`src/rtl/aes_pkg.sv`:
```
// ============================================================================
// Module  : aes_pkg
// Brief   : Shared AES widths, block/word typedefs and a word-select helper.
// Revision: 1.0 - initial release
// ============================================================================
`default_nettype none

package aes_pkg;

  localparam int AES_BLOCK_W       = 128;
  localparam int AES_WORD_W        = 32;
  localparam int AES_WORDS_PER_BLK = AES_BLOCK_W / AES_WORD_W;

  typedef logic [AES_BLOCK_W-1:0] aes_block_t;
  typedef logic [AES_WORD_W-1:0]  aes_word_t;
  typedef logic [1:0]             aes_beat_t;

  localparam aes_beat_t AES_LAST_BEAT = 2'd3;

  // Word 0 is the most significant word, matching byte 0 at [127:120].
  function automatic aes_word_t aes_word_sel(input aes_block_t blk, input aes_beat_t beat);
    aes_word_t w;
    case (beat)
      2'd0:    w = blk[127:96];
      2'd1:    w = blk[95:64];
      2'd2:    w = blk[63:32];
      default: w = blk[31:0];
    endcase
    return w;
  endfunction

endpackage : aes_pkg

`default_nettype wire

```
`src/rtl/add_round_key.sv`:
```
// ============================================================================
// Module  : add_round_key
// Brief   : AES AddRoundKey, a pure 128-bit XOR of state and round key.
// Revision: 1.0 - initial release
// ============================================================================
`default_nettype none

module add_round_key
  import aes_pkg::*;
(
  input  logic [AES_BLOCK_W-1:0] state_i,
  input  logic [AES_BLOCK_W-1:0] key_i,
  output logic [AES_BLOCK_W-1:0] state_o
);

  assign state_o = state_i ^ key_i;

endmodule : add_round_key

`default_nettype wire

```
`src/rtl/aes_final_addkey_out.sv`:
```
// ============================================================================
// Module  : aes_final_addkey_out
// Brief   : Final AddRoundKey, block FIFO and 128->32 bit ciphertext serializer.
// Revision: 1.0 - initial release
// ============================================================================
`default_nettype none

module aes_final_addkey_out
  import aes_pkg::*;
#(
  parameter int FIFO_DEPTH = 2,
  parameter int BLK_CNT_W  = 16
) (
  input  logic                   clk,
  input  logic                   reset,
  input  logic                   in_valid,
  output logic                   in_ready,
  input  logic [127:0]           state_in,
  input  logic [127:0]           round_key,
  output logic                   out_valid,
  input  logic                   out_ready,
  output logic [31:0]            out_word,
  output logic                   out_last,
  output logic [BLK_CNT_W-1:0]   blk_count
);

  localparam int PTR_W = (FIFO_DEPTH > 1) ? $clog2(FIFO_DEPTH) : 1;
  localparam int CNT_W = PTR_W + 1;
  localparam logic [CNT_W-1:0] FULL_CNT = CNT_W'(FIFO_DEPTH);

  aes_block_t            mem_q [FIFO_DEPTH];
  logic [PTR_W-1:0]      wptr_q, wptr_d;
  logic [PTR_W-1:0]      rptr_q, rptr_d;
  logic [CNT_W-1:0]      count_q, count_d;
  aes_beat_t             beat_q, beat_d;
  logic [BLK_CNT_W-1:0]  blk_count_q, blk_count_d;

  aes_block_t            cipher_blk;
  logic                  push;
  logic                  pop_beat;
  logic                  pop_blk;

  add_round_key u_add_round_key (
    .state_i (state_in),
    .key_i   (round_key),
    .state_o (cipher_blk)
  );

  // Gating with the reset pin keeps in_ready low throughout reset and lets it
  // rise in the very first cycle after release.
  assign in_ready  = reset && (count_q != FULL_CNT);
  assign out_valid = (count_q != '0);
  assign out_last  = out_valid && (beat_q == AES_LAST_BEAT);
  assign out_word  = out_valid ? aes_word_sel(mem_q[rptr_q], beat_q) : '0;
  assign blk_count = blk_count_q;

  assign push     = in_valid && in_ready;
  assign pop_beat = out_valid && out_ready;
  assign pop_blk  = pop_beat && (beat_q == AES_LAST_BEAT);

  always_comb begin
    wptr_d      = wptr_q;
    rptr_d      = rptr_q;
    count_d     = count_q;
    beat_d      = beat_q;
    blk_count_d = blk_count_q;

    if (push) begin
      wptr_d = wptr_q + PTR_W'(1);
    end

    if (pop_beat) begin
      beat_d = beat_q + 2'd1;
    end

    if (pop_blk) begin
      rptr_d      = rptr_q + PTR_W'(1);
      blk_count_d = blk_count_q + BLK_CNT_W'(1);
    end

    // Push and final-beat pop together leave the occupancy unchanged.
    case ({push, pop_blk})
      2'b10:   count_d = count_q + CNT_W'(1);
      2'b01:   count_d = count_q - CNT_W'(1);
      default: count_d = count_q;
    endcase
  end

  always_ff @(posedge clk or negedge reset) begin
    if (!reset) begin
      wptr_q      <= '0;
      rptr_q      <= '0;
      count_q     <= '0;
      beat_q      <= '0;
      blk_count_q <= '0;
    end else begin
      wptr_q      <= wptr_d;
      rptr_q      <= rptr_d;
      count_q     <= count_d;
      beat_q      <= beat_d;
      blk_count_q <= blk_count_d;
    end
  end

  // Storage needs no reset: entries are only visible while count marks them valid.
  always_ff @(posedge clk) begin
    if (push) begin
      mem_q[wptr_q] <= cipher_blk;
    end
  end

endmodule : aes_final_addkey_out

`default_nettype wire
```
`config.mk`:
```
export PLATFORM = sky130hd
export DESIGN_NAME = aes_final_addkey_out
export DESIGN_NICKNAME = d
export VERILOG_FILES = /design/src/rtl/aes_pkg.sv /design/src/rtl/add_round_key.sv /design/src/rtl/aes_final_addkey_out.sv
export SDC_FILE = /design/constraint.sdc
export NUM_CORES = 1
export LEC_CHECK = 0
export ABC_AREA = 0
export CORE_MARGIN = 2
export CORE_UTILIZATION = 53
export DETAILED_ROUTE_END_ITERATION = 7
export PLACE_DENSITY = 0.88
export SYNTH_ARGS = -nofsm -noshare
export SYNTH_HDL_FRONTEND = slang
export SYNTH_HIERARCHICAL = 1
export SYNTH_SLANG_ARGS = --single-unit
export TNS_END_PERCENT = 100
```
`constraint.sdc`:
```
create_clock -name clk -period 12.37 [get_ports clk]
set_input_delay 1.237 -clock clk [delete_from_list [all_inputs] [get_ports clk]]
set_output_delay 1.237 -clock clk [all_outputs]
set_load 0.01 [all_outputs]
```
======== Word-level counts from Yosys, hierarchy flattened ========
Memory sizes are Yosys's and may differ from the RTL's.
Index checks and enable logic that the tools add are counted.
operators by class
  eq/ne operators ......................... 6
  reduce and logical (&&, ||, !) cells .... 8
  bitwise gates (word level) .............. 1
  mux-type cells .......................... 5
  $add $sub $neg .......................... 6
operators by type and width
  kind                     number
  $xor A128 B128 Y128      1
  $pmux W32 S3             1
  $mux W32                 1
  $add A16 B1 Y16 const B  1
  $eq A2 B2 Y1 const B     3
  $logic_and A1 B1 Y1      5
  $add A2 B1 Y2 const B    2
  $eq A2 B1 Y1 const B     2
  $pmux W2 S2              1
  $reduce_bool A2 Y1       2
  $add A1 B1 Y1 const B    2
  $logic_not A2 Y1         1
  $mux W1                  2
  $ne A2 B2 Y1 const B     1
  $sub A2 B1 Y2 const B    1
word-level totals
  memories ................................ 1
  input port bits ......................... 260
  word-level logic and storage cells ...... 32
  RAM bits ................................ 256
  output and inout port bits .............. 51
  register bits ........................... 22
memories
  name   depth  width  read ports  clocked after memory_dff  wr ports  line                        text
  mem_q  2      128    1           0                         1         aes_final_addkey_out.sv:31  aes_block_t mem_q [FIFO_DEPTH];

======== Longest topological paths before layout ========
  depth in word-level cells ............... 5
  depth in mapped cells ................... 8
  depth with buffers taken out ............ 7

======== Modules after synthesis ========
Netlist, hierarchy kept.
by module, submodules not included
  module                instances  area each (sq um)  cells an instance
  aes_final_addkey_out  1          10815.4            612
  add_round_key         1          1121.1             128

======== Worst setup path after synthesis ========
OpenSTA, ideal clock, no wires.
  path kind ............................... input to register
  start point ............................. input reset
  end point ............................... memory mem_q[0][0] in the netlist's numbering, enable pin
  arrival time ............................ 7164 ps
  path buffers ............................ 0
  stages .................................. 3
  data required time ...................... 11753 ps
  path slack .............................. 4589 ps
  library setup time ...................... 617 ps
  cells stage by stage .................... a21boi_0 -> nand2_1 -> nor2_1
between the ends
  longest elaborated chain between the ends .. 4
ends and longest elaborated chain
  what                           line                         text
  from (decl)                    aes_final_addkey_out.sv:15   input logic reset,
  $logic_and A1 B1 Y1            aes_final_addkey_out.sv:51   assign in_ready = reset && (count_q != FULL_CNT);
  $logic_and A1 B1 Y1            aes_final_addkey_out.sv:57   assign push = in_valid && in_ready;
  $mux W1                        aes_final_addkey_out.sv:107  if (push) begin
  $mux W1 (not written as such)  aes_final_addkey_out.sv:108  mem_q[wptr_q] <= cipher_blk;
  to (decl)                      aes_final_addkey_out.sv:31
No other way between the ends.

======== Worst setup path in the final report ========
  start point ............................. register rptr_q
  end point ............................... output out_word[15]
between the ends
  longest elaborated chain between the ends .. 3
ends and longest elaborated chain
  what                    line                        text
  from (decl)             aes_final_addkey_out.sv:33  logic [PTR_W-1:0] rptr_q, rptr_d;
  from (signal assigned)  aes_final_addkey_out.sv:98  rptr_q <= rptr_d;
  $mem_v2 Z2 W128         -
  $pmux W32 S3            aes_pkg.sv:23               case (beat)
  $mux W32                aes_final_addkey_out.sv:54  assign out_word = out_valid ? aes_word_sel(mem_q[rptr_q], beat_q) : '0;
  to (decl)               aes_final_addkey_out.sv:22  output logic [31:0] out_word,
No other way between the ends.

==> reports/metrics.cfg <==
[status]
status = complete, no violations

[drt]
routed-wl-met3_um = 1820
vias = 7506
via_per_inst = 5.581
drt-initial-drc-count = 523
route.detailed.drc = 0
topRoutingLayerUsed = met4
firstDrtPassIters = 5
met2_length_um = 13510
wl_per_cell_um = 19.23
postRouteAntennaNets = 0
wl_um = 25860
wl_met1_um = 9921

[global_routing]
grt_start_max_net_pins = 70
grt_overflow = 0
grt_usage_pct = 21.30
grt_pass1_wl_um = 39820
antenna_found_initial = 0
grt_pass1_vias = 7820

[cts]
ctsResizeCount = 0
cts_tree = built
clock-sinks = 278
clk_latency_ns = 0.52
hold_buffers = 0
clockBufferDepth = 3
clk_pin_slew_ns = 0.06
cts_root_buf = clkbuf_16
htreeDepth = 1
cts_setup_buffers = 0
cts_made_buffers = 28

[logic_synthesis]
synth-seq-cells = 278
syn_nets = 1007
ys_warn_count = 6
yosysSeqAreaShare_pct = 69.01
synth_cells = 740
syn_avg_cell_area_um2 = 16.13
synth.distinct_cells = 29
syn-cell-area_um2 = 11940

[critical_path]
path_max_fanout = 67
path_delay_family = buffers and inverters
slowest_stage = dfrtp_4
cp_common_cell = a211oi_1
start_kind = flip-flop
crit_type = reg -> out
end_kind = output port
critical_path.cell_chain = buf_4 > a221oi_1 > a21oi_1 > a211oi_1 > a211oi_1 > clkdlybuf4s50_1
crit_required_ns = 11.13
worst-path-buf-inv = 2
cp_slowest_stage_delay_ns = 0.95
cp.arrival_ns = 3.75

[timing]
slew_headroom_pct = 30.74
finClkSkew_ns = 0.005614
fin_ws_ns = 7.378
final.min_clock_period_ns = 4.992
holdWs_ns = 0.4731
fmax_ghz = 0.2003
worst_slew_pin_slew_ns = 1.036
drv_slew = 0
rsz0062_at_grt = false
setup_viol_count_final = 0
setup_tns_ns = 0
hold_viol_final = 0
period_share_pct = 40.35

[die]
rows = 54
pin_count = 311
start_util_pct = 54.36
dieArea_um2 = 23740
core-area_um2 = 21960
die_h_um = 154.1
dieWidth_um = 154.1

[power]
p_total_w = 0.003275
powerDensity_nw_per_um2 = 202.7
leakage_nw = 5.612
ir_drop_v = 0.0001295

[place]
place_inst = 1296
post-place-ws_ns = 7.880
port_buffers = 310
hpwlAfterDp_um = 17330
gp_congestion = 0.7962

[run]
maxCapViolCount = 0

[finish]
fillCellCount = 1359
layoutNonFillerInstCount = 1345
drive_above_1_share_pct = 8.920
finalNetCount = 1313
area_delta_synth_final_pct = 35.33
diodes = 0

[min_path]
hp-class = reg -> reg

[state kept, by name, summed over array words and instances, names as in the netlist]
name       count
rptr_q         1
wptr_q         1
blk_count     16
beat_q         2
mem_q        256
count_q        2
[metrics by stage]
stage	cell area [µm²]	utilization, %
6_report	16150	73.56
4_1_cts	16150	73.56
3_5_place_dp	15250	69.47
3_3_place_gp	15250	69.47
5_1_grt	16150	73.56
2_1_floorplan	11940	-
[path summary, 6_finish.rpt]
kind	from	to	slack, ns	depth (start not counted)
worst max-delay path	rptr_q	out_word[15]	7.38	6
worst min-delay path	blk_count[15]	blk_count[15]	0.47	1
worst max register to register	count_q[0]	mem_q[1][30]	9.39	4
worst min register to register	blk_count[15]	blk_count[15]	0.47	1
max in group asynchronous	reset	rptr_q	11.05	2
min in group asynchronous	reset	blk_count[13]	1.08	2
[worst reg2reg max path, stage by stage, from the launching register on]
cell	delay (ns)
dfrtp_1	0.53
inv_1	0.07
a21boi_0	0.30
and3_4	0.79
buf_4	0.87
[logic make-up (layout without fill, tap and decap cells)]
kind of cell             after synthesis  after routing  synth area share (%)
buffers and inverters                 48            373                 2.107
adder cells (fa/ha/maj)                7              7                0.7337
multiplexers                          65             65                 5.797
XOR/XNOR                             149            149                 10.93
flip-flops                           278            278                 69.01
AND/OR/NAND/NOR                       31             31                 1.447
AO/OA/AOI/OAI                        162            162                 9.969
[layer usage]
layer / global-route usage [%] / up-vias
met5: 0 / -
met4: 6.186 / 0
met3: 3.608 / 46
met2: 38.01 / 334
met1: 26.86 / 3621
li1: - / 3505
[final cells by class]
class | instances | area, µm² | share of cell area [%]
clock buffer | 31 | 733.2 | 4.539
clock inverter | 18 | 165.2 | 1.022
inverter | 6 | 22.52 | 0.1394
multi-input combinational | 414 | 3477 | 21.53
sequential | 278 | 8242 | 51.02
tap | 280 | 350.3 | 2.169
timing repair buffer | 318 | 3163 | 19.58
[layout by cell type (no fill, tap or decap), types with 3 or more instances in the layout]
master | Yosys | final
a22oi_1 | 32 | 32
dfrtp_1 | 22 | 21
clkdlybuf4s50_1 | 0 | 310
ha_1 | 7 | 3
buf_4 | 4 | 8
mux2i_1 | 32 | 32
xnor2_1 | 18 | 18
a211oi_1 | 64 | 64
bufinv_16 | 0 | 3
a221oi_1 | 32 | 32
edfxtp_1 | 256 | 256
inv_1 | 6 | 6
clkinv_2 | 0 | 9
nand4_1 | 4 | 4
nand3_1 | 6 | 6
mux2_2 | 33 | 33
xor2_1 | 131 | 131
clkbuf_16 | 0 | 29
a21oi_1 | 32 | 32
nand2_1 | 10 | 10
ha_2 | 0 | 4
clkinv_1 | 0 | 4
[synth_stat cells]
| library cell | instances | area [µm²] |
|---|---|---|
| nand4_1 | 4 | 25.02 |
| buf_2 | 21 | 105.1 |
| xor2_1 | 131 | 1147 |
| a221oi_1 | 32 | 280.3 |
| o211ai_4 | 1 | 21.27 |
| a211oi_1 | 64 | 480.5 |
| buf_4 | 4 | 30.03 |
| buf_6 | 4 | 45.04 |
| nor3_2 | 1 | 10.01 |
| clkbuf_1 | 12 | 45.04 |
| and4_1 | 1 | 8.760 |
| nand2_1 | 10 | 37.54 |
| nor4_4 | 1 | 21.27 |
| inv_1 | 6 | 22.52 |
| and2_1 | 1 | 6.260 |
| xnor2_1 | 18 | 157.7 |
| mux2i_1 | 32 | 320.3 |
| a22oi_1 | 32 | 240.2 |
| mux2_2 | 33 | 371.6 |
| and3_1 | 2 | 12.51 |
| a21boi_0 | 1 | 7.510 |
| nand3_1 | 6 | 30.03 |
| dfrtp_1 | 22 | 550.5 |
| nor3_1 | 2 | 10.01 |
| ha_1 | 7 | 87.58 |
| buf_1 | 1 | 3.750 |
| nor2_1 | 3 | 11.26 |
| a21oi_1 | 32 | 160.2 |
| edfxtp_1 | 256 | 7687 |
[where the power goes]
| part | switching, W | leakage, nW | total, W | internal, W |
|---|---|---|---|---|
| clock | 0.000333 | 0.444 | 0.000819 | 0.000486 |
| combinational | 0.000623 | 2.55 | 0.00118 | 0.000559 |
| sequential | 0.0000894 | 2.62 | 0.00127 | 0.00118 |
| total | 0.00105 | 5.61 | 0.00327 | 0.00223 |
No activity file was read; power rests on OpenSTA's default activity.
